`src/rtl/instr_queue_if.sv`:
```
// Fetch-to-decode instruction queue bus: fetch index, synchronous ROM port, flush and decode handshake.
// master = surrounding pipeline/ROM, slave = instr_queue.
interface instr_queue_if;
    logic [31:0] index_i;
    logic        stall_o;
    logic [31:0] mem_addr_o;
    logic [31:0] mem_data_i;
    logic        flush_i;
    logic [31:0] instr_o;
    logic [31:0] pc_o;
    logic        valid_o;
    logic        ready_i;

    modport master (
        output index_i, mem_data_i, flush_i, ready_i,
        input  stall_o, mem_addr_o, instr_o, pc_o, valid_o
    );

    modport slave (
        input  index_i, mem_data_i, flush_i, ready_i,
        output stall_o, mem_addr_o, instr_o, pc_o, valid_o
    );
endinterface

```
`src/rtl/instr_queue.sv`:
```
// Instruction queue between Fetch and Decode, fed by a one-cycle synchronous ROM.
// Optional stall counter port stall_cnt_o when INSTR_QUEUE_PERF_EN is defined.
module instr_queue #(
    parameter int DEPTH = 4
) (
    input  logic           clk,
    input  logic           rst,
    instr_queue_if.slave   bus
`ifdef INSTR_QUEUE_PERF_EN
    ,
    output logic [15:0]    stall_cnt_o
`endif
);
    localparam int AW = $clog2(DEPTH);
    localparam logic [AW:0]   DEPTH_C  = (AW+1)'(DEPTH);
    localparam logic [AW:0]   CNT_ONE  = (AW+1)'(1);
    localparam logic [AW-1:0] PTR_ONE  = AW'(1);

    logic [AW:0]   count_r;
    logic [AW-1:0] wr_ptr_r;
    logic [AW-1:0] rd_ptr_r;
    logic          pending_r;
    logic [31:0]   pc_q_r;
    logic [63:0]   store_r [DEPTH];

    logic [AW+1:0] occupancy_s;
    logic          issue_s;
    logic          push_s;
    logic          pop_s;
    logic          valid_s;

    // Issue only when the slot reserved by an in-flight read is still free; a same-cycle pop is not credited.
    always_comb begin
        occupancy_s = {1'b0, count_r} + {{(AW+1){1'b0}}, pending_r};
        valid_s     = (count_r != {(AW+1){1'b0}});
        issue_s     = !rst && !bus.flush_i && (occupancy_s < {1'b0, DEPTH_C});
        push_s      = pending_r && !bus.flush_i && !rst;
        pop_s       = valid_s && bus.ready_i && !bus.flush_i && !rst;
    end

    assign bus.stall_o    = !issue_s;
    assign bus.mem_addr_o = bus.index_i;
    assign bus.valid_o    = valid_s;
    assign bus.instr_o    = valid_s ? store_r[rd_ptr_r][31:0]  : 32'h0000_0000;
    assign bus.pc_o       = valid_s ? store_r[rd_ptr_r][63:32] : 32'h0000_0000;

    // Track the outstanding ROM read and the index it belongs to.
    always_ff @(posedge clk) begin
        if (rst) begin
            pending_r <= 1'b0;
            pc_q_r    <= 32'h0000_0000;
        end else if (issue_s) begin
            pending_r <= 1'b1;
            pc_q_r    <= bus.index_i;
        end else begin
            pending_r <= 1'b0;
        end
    end

    // Queue pointers and occupancy; flush behaves like reset for these.
    always_ff @(posedge clk) begin
        if (rst || bus.flush_i) begin
            wr_ptr_r <= {AW{1'b0}};
            rd_ptr_r <= {AW{1'b0}};
            count_r  <= {(AW+1){1'b0}};
        end else begin
            if (push_s) begin
                wr_ptr_r <= wr_ptr_r + PTR_ONE;
            end
            if (pop_s) begin
                rd_ptr_r <= rd_ptr_r + PTR_ONE;
            end
            case ({push_s, pop_s})
                2'b10:   count_r <= count_r + CNT_ONE;
                2'b01:   count_r <= count_r - CNT_ONE;
                default: count_r <= count_r;
            endcase
        end
    end

    // Entry storage is not reset; outputs are masked while empty.
    always_ff @(posedge clk) begin
        if (push_s) begin
            store_r[wr_ptr_r] <= {pc_q_r, bus.mem_data_i};
        end
    end

`ifdef INSTR_QUEUE_PERF_EN
    // Saturating count of stalled cycles; survives flush.
    always_ff @(posedge clk) begin
        if (rst) begin
            stall_cnt_o <= 16'h0000;
        end else if (!issue_s && (stall_cnt_o != 16'hFFFF)) begin
            stall_cnt_o <= stall_cnt_o + 16'h0001;
        end else begin
            stall_cnt_o <= stall_cnt_o;
        end
    end
`endif
endmodule

```
`src/flat_wrapper.sv`:
```
// flat-port wrapper written by rule: the top's interface ports become plain ports
module instr_queue_flat 
#(
    parameter int DEPTH = 4
)
  (clk, rst, bus_index_i, bus_mem_data_i, bus_flush_i, bus_ready_i, bus_stall_o, bus_mem_addr_o, bus_instr_o, bus_pc_o, bus_valid_o);
  instr_queue_if bus_i ();
  input  logic clk;
  input  logic rst;
  input wire logic [$bits(bus_i.index_i)-1:0] bus_index_i;
  input wire logic [$bits(bus_i.mem_data_i)-1:0] bus_mem_data_i;
  input wire logic [$bits(bus_i.flush_i)-1:0] bus_flush_i;
  input wire logic [$bits(bus_i.ready_i)-1:0] bus_ready_i;
  output wire logic [$bits(bus_i.stall_o)-1:0] bus_stall_o;
  output wire logic [$bits(bus_i.mem_addr_o)-1:0] bus_mem_addr_o;
  output wire logic [$bits(bus_i.instr_o)-1:0] bus_instr_o;
  output wire logic [$bits(bus_i.pc_o)-1:0] bus_pc_o;
  output wire logic [$bits(bus_i.valid_o)-1:0] bus_valid_o;
  assign bus_i.index_i = bus_index_i;
  assign bus_i.mem_data_i = bus_mem_data_i;
  assign bus_i.flush_i = bus_flush_i;
  assign bus_i.ready_i = bus_ready_i;
  assign bus_stall_o = bus_i.stall_o;
  assign bus_mem_addr_o = bus_i.mem_addr_o;
  assign bus_instr_o = bus_i.instr_o;
  assign bus_pc_o = bus_i.pc_o;
  assign bus_valid_o = bus_i.valid_o;
  instr_queue #(.DEPTH(DEPTH)) u_core (.clk(clk), .rst(rst), .bus(bus_i));
endmodule
```
`config.mk`:
```
export PLATFORM = sky130hd
export DESIGN_NAME = instr_queue_flat
export DESIGN_NICKNAME = d
export VERILOG_FILES = /design/src/rtl/instr_queue_if.sv /design/src/rtl/instr_queue.sv /design/src/flat_wrapper.sv
export SDC_FILE = /design/constraint.sdc
export NUM_CORES = 1
export LEC_CHECK = 0
export BUFFER_PORTS_ARGS = -buffer_cell sky130_fd_sc_hd__buf_2
export CORE_AREA = 5 5 177 179
export CTS_BUF_LIST = sky130_fd_sc_hd__clkbuf_4 sky130_fd_sc_hd__clkbuf_8
export DETAILED_ROUTE_END_ITERATION = 10
export DIE_AREA = 0 0 182 184
export PLACE_DENSITY = 0.62
export SLEW_MARGIN = 20
export SYNTH_ARGS = -nofsm -noshare
export SYNTH_HDL_FRONTEND = slang
export SYNTH_SLANG_ARGS = --single-unit
```
`constraint.sdc`:
```
create_clock -name clk -period 4.79 [get_ports clk]
set_clock_uncertainty 0.1 [all_clocks]
set_input_delay 0.2395 -clock clk [delete_from_list [all_inputs] [get_ports clk]]
set_output_delay 0.2395 -clock clk [all_outputs]
set_load 0.02 [all_outputs]
```
==> results of run 1 <==
## cells by family after synthesis
family	after synthesis	share of synthesized area
multiplexers	65	0.124
buffers and inverters	78	0.0446
AND/OR/NAND/NOR	118	0.0577
AO/OA/AOI/OAI	69	0.0317
XOR/XNOR	5	0.00375
adder cells (fa/ha/maj)	6	0.00708
flip-flops	298	0.731
## final timing paths
path	start	to	slack, ns	cells past startpoint
max reg2reg	u_core.count_r[2]	u_core.count_r[2]	2.58	8
max	register	bus_pc_o[5]	1.64	4
min reg2reg	u_core.pc_q_r[30]	u_core.store_r[1][62]	0.40	0
min	bus_flush_i	u_core.pc_q_r[3]	0.04	4
## metrics by stage
stage	utilization	hold WS [ns]	setup slack [ns]
finish	0.485	0.0430	1.64
floorplan	-	0.238	2.10
CTS	0.485	0.00354	1.51
global placement	0.428	0.358	2.09
global route	0.485	0.0493	1.39
detailed placement	0.428	0.358	2.08
## final cells by class
type | instances | area (um2) | share of cell area
flip-flops and latches | 298 | 8540 | 0.598
multi-input cells | 263 | 2650 | 0.186
clock inverters | 6 | 26.3 | 0.00184
inverters | 6 | 22.5 | 0.00158
repair buffers | 244 | 1600 | 0.112
clock buffers | 80 | 945 | 0.0662
diodes | 1 | 2.50 | 0.000175
well taps | 390 | 488 | 0.0342
## per-layer routing
| metal | wire length [um] | vias to the layer above | GRT usage |
|---|---|---|---|
| met2 | 11800 | 234 | 0.242 |
| met5 | 7 | - | 0 |
| met3 | 1610 | 36 | 0.0336 |
| met4 | 442 | 2 | 0.0399 |
| li1 | - | 2910 | - |
| met1 | 10700 | 3124 | 0.194 |
## worst reg2reg max path: cells and delay by family, from the launching register on
family          cells  cell delay, ns
fa+ha+maj           2            0.61
compound gates      3            0.53
flops               1            0.47
xor+xnor            1            0.18
simple gates        1            0.12
buf+inv             1            0.07
## power by group through the flow
| stage | Combinational, W | Clock [W] | Sequential [W] |
|---|---|---|---|
| 6_report | 0.000210 | 0.00215 | 0.00286 |
| 2_1_floorplan | 0.000108 | 0 | 0.00291 |
| 5_1_grt | 0.000227 | 0.00235 | 0.00286 |
| 3_3_place_gp | 0.000163 | 0 | 0.00291 |
| 3_5_place_dp | 0.000166 | 0 | 0.00291 |
| 4_1_cts | 0.000211 | 0.00222 | 0.00286 |
## flip-flops by register name, indices dropped and copies added (netlist names), named ones only
name	count
u_core.count_r	3
u_core.pending_r	1
u_core.rd_ptr_r	2
u_core.store_r	256
u_core.wr_ptr_r	2
u_core.pc_q_r	32
## cell usage in the layout (no fill, tap or decap), types with 28 or more instances in the layout
cell type / instances
edfxtp_1: 256
o21ai_1: 28
buf_2: 165
clkbuf_8: 55
dfxtp_1: 40
nand3_1: 33
dlygate4sd3_1: 72
a21oi_1: 33
mux4_2: 64
and2_1: 64
==> impl_metrics.toml, run 1 <==
[critical_path]
cp_top_family = "flip-flops"
crit_path_max_incr_delay_ns = 0.77
slowest_stage = "dfxtp_4"
required_ns = 4.45
cp-end-kind = "output port"
cp_cell_sequence = "buf_4 -> mux4_2 -> and2_1 -> buf_2"
cp_max_fo = 32
critPathBufInv = 2
worst-setup-path-type = "register to output port"
cp.arrival_ns = 2.81
critPathLaunchType = "register"

[status]
status = "completed"

[routing]
wl_per_cell_um = 19.0
vias = 6306
routed_via_density = 4.90
drc = 0
drt_wl_total_mm = 24.5
first_pass_iters = 4
antenna_left = 0
dr.first_iter.drc_count = 282

[floorplanning]
io_pins = 166
start_util = 0.397
core-area_um2 = 29400
dieHeight_um = 184
dieArea_um2 = 33500
die_x_um = 182
rows = 63

[global_routing]
antenna_found_initial = 1
grt_pass1_vias = 6754
grt_overflow = 0
grt.total_usage = 0.145
grt_pass1_wl_mm = 38.2
grt_max_degree = 65

[sta]
rsz0062_at_grt = "false"
worst_pin_slew_ns = 1.05
max_freq_ghz = 0.317
slew_headroom = 0.303
drv_slew = 0
min_period_over_period = 0.658
final.setup.tns_ns = 0
hold_violations = 0
setup_viol = 0
fin_crit_ns = 3.15

[cts]
tritoncts = "yes"
postCtsHoldBufs = 72
clock_sinks = 298
numCtsBuffers = 48
cts_root_buffer = "clkbuf_8"
cts_resized = 0
cts_max_level = 2
postCtsSetupBuffers = 0
path_clk_slew_ns = 0.06
clockBufferDepth = 3
clock_latency_ns = 0.53

[power_and_ir_drop]
power.switching_w = 0.00105
swShare = 0.201
powerDensity_nw_per_um2 = 366
internal_power_w = 0.00417
p_total_w = 0.00522
leakage_nw = 5.00
p_seq_frac = 0.548
ir_worst_vdd_uv = 201
comb_power_share = 0.040
clkPwrFrac = 0.412

[placement]
placed_area_um2 = 12600
dp_hpwl_mm = 13.6
portBuffers = 165
dp.cells = 1129
gp_congestion = 0.706

[synthesis]
ys_types = 30
seq_area_frac_synth = 0.731
synthCells = 639
syn_nets = 713
yosys.area.top_type = "edfxtp_1"
synth_edf_count = 256
synth.avg_cell_area_um2 = 18.3
syn-cell-area_um2 = 11700
ys_async_sr_fraction = 0
synth-seq-cells = 298
synthTopCellsByArea = "edfxtp_1 66%, mux4_2 12%, dfxtp_1 7.2%"
synth_top_area_share = 0.659
synth_most_common_cell = "edfxtp_1"
synth-warning-count = 0
ys_top_cells_by_count = "256 x edfxtp_1, 64 x and2_1, 64 x mux4_2, 42 x dfxtp_1"
synth_top_flop_cell = "edfxtp_1"

[layout]
areaGrowthSynthToFinish_pct = 22.3
stdcell_count = 1288
final_area_um2 = 14300
layout-drive-gt1-share = 0.368
fillers = 2491
num-nets-final = 935

[min_path]
hold_class = "input pin to register"

[run]
drv_cap = 0
No activity file was read; power rests on OpenSTA's default activity.
==> inputs of run 2 (changes only) <==
clock period = 3.1 ns   (was 4.79 ns; I/O delays follow)
==> run 2 against run 1 <==
Sequential share of layout area shrank 1.5 points. Clock power increased by 71%. Global-route usage is essentially flat. Count of clock-buffer cells in the layout is 6 lower. Wire length increased by 1.0%. First-iteration DRC count decreased by 3.2%. Worst hold slack better by 0.11 ns. Non-clock buffer count is 20 higher. Via count up 1.3%. Die area unchanged. Final area rose by 2.6%. Highest routed layer is now met4.
==> impl_metrics.toml, run 2 (synthesis results as in run 1) <==
[routing]
drt_wl_total_mm = 24.8
antenna_left = 0
first_pass_iters = 4
drc = 0
dr.first_iter.drc_count = 273
vias = 6388
wl_per_cell_um = 18.9
routed_via_density = 4.87

[placement]
dp_hpwl_mm = 14.5
dp.cells = 1139
portBuffers = 165
gp_congestion = 0.714

[sta]
rsz0062_at_grt = "false"
worst_pin_slew_ns = 0.646
min_period_over_period = 0.862
hold_violations = 0
setup_viol = 0
drv_slew = 0
final.setup.tns_ns = 0
max_freq_ghz = 0.374
fin_crit_ns = 2.67
slew_headroom = 0.569

[layout]
stdcell_count = 1313
mostFrequentLayoutCell = "edfxtp_1"
top_regs = "u_core.store_r x256, u_core.pc_q_r x32, u_core.count_r x3"
largest_register_ffs = 256
fillers = 2502
layout-drive-gt1-share = 0.369
num-nets-final = 956
layout_common_cells = "256 x edfxtp_1, 165 x buf_2, 82 x dlygate4sd3_1"
diodes = 0
areaGrowthSynthToFinish_pct = 25.5
max_flop_register = "u_core.store_r"

[cts]
cts_max_level = 2
clockBufferDepth = 3
tritoncts = "yes"
numCtsBuffers = 49
path_clk_slew_ns = 0.06
cts_resized = 0
cts_root_buffer = "clkbuf_8"
clock_sinks = 298
clock_latency_ns = 0.55

[global_routing]
grt_max_degree = 66
grt_pass1_vias = 6825
grt_overflow = 0
antenna_found_initial = 0
grt.total_usage = 0.145
grt_pass1_wl_mm = 38.2

[power_and_ir_drop]
ir_worst_vdd_uv = 353
leakage_nw = 5.21
powerDensity_nw_per_um2 = 575

[floorplanning]
rows = 63
start_util = 0.397
dieHeight_um = 184
core-area_um2 = 29400
dieArea_um2 = 33500
io_pins = 166
die_x_um = 182

[critical_path]
worst-setup-path-type = "register to output port"
cp.arrival_ns = 2.42
cp_max_fo = 37
required_ns = 2.84
cp-end-kind = "output port"
critPathLaunchType = "register"

[min_path]
hold_class = "input pin to register"

[status]
status = "completed"

[run]
drv_cap = 0
==> run 2: changes by cell type in the layout (fill, tap and decap cells not counted), moves of 2 or more <==
cell,before,now
buf_12,0,7
inv_6,0,2
clkinv_1,3,8
dlygate4sd3_1,72,82
buf_4,7,10
clkbuf_4,25,20
bufinv_16,0,4
==> run 2: final timing paths <==
| path | from | to | slack (ns) | cells past startpoint |
|---|---|---|---|---|
| setup / recovery | register | bus_pc_o[0] | 0.43 | 4 |
| hold / removal | rst | u_core.pc_q_r[0] | 0.15 | 3 |
| setup reg to reg | u_core.count_r[2] | u_core.pc_q_r[7] | 0.71 | 5 |
| hold reg to reg | u_core.pc_q_r[15] | u_core.store_r[3][47] | 0.40 | 0 |
==> run 2: per-layer routing <==
layer | routed length (um) | vias up | track usage
li1 | - | 2954 | -
met1 | 10500 | 3181 | 0.193
met2 | 12200 | 206 | 0.244
met3 | 1590 | 47 | 0.0311
met4 | 487 | 0 | 0.0393
met5 | 0 | - | 0
==> run 2: area by class of cell <==
class                      count  area (um2)  area share
timing repair buffer         264        1860       0.127
inverter                       6        22.5     0.00154
multi-input combinational    263        2650       0.181
clock inverter                18         190      0.0130
tap                          390         488      0.0333
sequential                   298        8540       0.583
clock buffer                  74         893      0.0610
==> run 2: power breakdown <==
group,total (W),switching (W),internal [W]
combinational,0.000336,0.000172,0.000164
clock,0.00367,0.00149,0.00218
sequential,0.00442,0.0000303,0.00439
==> run 2: worst max-delay path: stages, from the launching register on <==
cell	delay, ns
dfxtp_4	0.58
buf_12	0.35
mux4_2	0.59
and2_1	0.18
buf_2	0.15
==> run 2: stage by stage <==
step / hold slack (ns) / total power (W) / utilization / cell area (um2) / setup WS, ns
6_report: 0.154 / 0.00842 / 0.498 / 14600 / 0.428
5_1_grt: 0.164 / 0.00873 / 0.498 / 14600 / 0.252
4_1_cts: 0.112 / 0.00852 / 0.498 / 14600 / 0.318
3_5_place_dp: 0.275 / 0.00476 / 0.433 / 12700 / 0.686
3_3_place_gp: 0.273 / 0.00475 / 0.433 / 12700 / 0.725
2_1_floorplan: 0.154 / 0.00466 / - / 11700 / 0.489
==> run 2: what timing repair did <==
action / CTS / global route
hold buffers: 82 / 0
setup buffers: 0 / 0
hold endpoints to repair: 168 / 0
==> inputs of run 3 (changes only) <==
ABC_CLOCK_PERIOD_IN_PS = 3100   (was default)
CORE_AREA = 5 5 159 161   (was 5 5 177 179)
DIE_AREA = 0 0 164 166   (was 0 0 182 184)
PLACE_DENSITY = 0.74   (was 0.62)
==> run 3 against run 2 <==
Fmax decreased by 0.30%. Total power decreased by 7.1%. Final area decreased by 1.9%. Non-clock buffer count increased by 1. Worst setup slack got worse by 0.0080 ns. Final cell count decreased by 5.8%. Critical path depth unchanged. Critical endpoint is now bus_pc_o[5].
==> impl_metrics.toml, run 3 (synthesis results as in run 1) <==
[power_and_ir_drop]
comb_power_share = 0.043
ir_worst_vdd_uv = 316
p_seq_frac = 0.565
swShare = 0.207
clkPwrFrac = 0.392
powerDensity_nw_per_um2 = 544
leakage_nw = 5.07
internal_power_w = 0.00620
power.switching_w = 0.00162

[routing]
drt_wl_total_mm = 23.6
vias = 6426
first_pass_iters = 4
antenna_left = 0
drc = 0
dr.first_iter.drc_count = 417
wl_per_cell_um = 19.1
routed_via_density = 5.19

[layout]
mostFrequentLayoutCell = "edfxtp_1"
multi_input_comb_area_um2 = 2650
num-nets-final = 954
seq_area_um2 = 8540
max_flop_register = "u_core.store_r"
stdcell_count = 1237
top_regs = "u_core.store_r x256, u_core.pc_q_r x32, u_core.count_r x3"
layout-drive-gt1-share = 0.360
diodes = 0
layout_common_cells = "256 x edfxtp_1, 165 x buf_2, 86 x dlygate4sd3_1"
areaGrowthSynthToFinish_pct = 23.2
largest_register_ffs = 256
fillers = 1778

[sta]
setup_viol = 0
fin_crit_ns = 2.68
max_freq_ghz = 0.373
drv_slew = 0
worst_pin_slew_ns = 0.901
final.setup.tns_ns = 0
rsz0062_at_grt = "false"
hold_violations = 0
slew_headroom = 0.399
min_period_over_period = 0.864

[placement]
dp.cells = 1070
portBuffers = 165
gp_congestion = 0.735
dp_hpwl_mm = 13.6

[cts]
clock_sinks = 298
tritoncts = "yes"
cts_max_level = 2
clock_latency_ns = 0.54
cts_resized = 0
postCtsSetupBuffers = 0
path_clk_slew_ns = 0.06
cts_root_buffer = "clkbuf_8"
postCtsHoldBufs = 86
numCtsBuffers = 46
clockBufferDepth = 3

[critical_path]
r2r_start = "u_core.pending_r"
cp-end-kind = "output port"
critPathLaunchType = "register"
regToRegSetupSlack_ns = 0.51
cp.arrival_ns = 2.42
worst-setup-path-type = "register to output port"
ff2ff_path_depth = 5
rr_endpoint = "u_core.pc_q_r[3]"
required_ns = 2.84
critPathCapture = "bus_pc_o[5]"
cp_max_fo = 18

[floorplanning]
dieArea_um2 = 27200
rows = 57
dieHeight_um = 166
die_x_um = 164
core-area_um2 = 23800
start_util = 0.490
io_pins = 166

[global_routing]
grt_pass1_vias = 6921
grt_overflow = 0
grt_pass1_wl_mm = 37.0
grt.total_usage = 0.174
grt_max_degree = 66
antenna_found_initial = 0

[status]
status = "completed"

[min_path]
hold_class = "input pin to register"

[run]
drv_cap = 0
## run 3: cell count changes in the layout (fill, tap and decap cells not counted), sizes merged
cell	delta
bufinv	-4
inv	-1
buf	-3
clkbuf	-8
dlygate4sd3	+4
clkinv	+2
## run 3: how the worst min path moves through the flow
stage                             startpoint                    end  depth (start not counted)  slack, ns
after CTS                                rst      u_core.pc_q_r[22]                          3       0.09
after global routing                     rst       u_core.pc_q_r[4]                          3       0.12
after floorplan            bus_mem_data_i[0]   u_core.store_r[0][0]                          0       0.15
final                                    rst       u_core.pc_q_r[4]                          3       0.14
after detailed placement   bus_mem_data_i[1]   u_core.store_r[1][1]                          1       0.28
after global placement    bus_mem_data_i[25]  u_core.store_r[2][25]                          1       0.27
## run 3: through the flow
step | cell area, um2 | hold slack [ns] | util | worst slack, ns | power, W
floorplan | 11700 | 0.154 | - | 0.489 | 0.00466
global placement | 12600 | 0.270 | 0.530 | 0.764 | 0.00475
detailed placement | 12600 | 0.275 | 0.530 | 0.696 | 0.00475
CTS | 14400 | 0.0878 | 0.603 | 0.335 | 0.00791
global route | 14400 | 0.124 | 0.603 | 0.246 | 0.00813
finish | 14400 | 0.138 | 0.603 | 0.420 | 0.00782
## run 3: area by class of cell
class                   instances  share of cell area
flip-flops and latches        298               0.594
multi-input cells             263               0.185
repair buffers                265               0.131
clock buffers                  66              0.0549
well taps                     324              0.0282
clock inverters                15             0.00609
inverters                       6             0.00157
## run 3: power by group through the flow
stage          Sequential (W)  Combinational [W]  Clock (W)
2_1_floorplan         0.00449           0.000167          0
3_3_place_gp          0.00450           0.000247          0
3_5_place_dp          0.00450           0.000253          0
4_1_cts               0.00442           0.000334    0.00316
5_1_grt               0.00442           0.000362    0.00335
6_report              0.00442           0.000336    0.00307
## run 3: critical path, stage by stage (launching register included)
cell,delay (ns)
dfxtp_4,0.63
buf_4,0.34
mux4_2,0.53
and2_1,0.19
buf_2,0.16
## run 3: layer usage
layer,GRT usage,up-vias,part of all wire
met3,0.0395,39,0.070
met2,0.291,230,0.50
met4,0.0503,0,0.020
li1,-,2945,-
met1,0.229,3212,0.41
met5,0,-,0
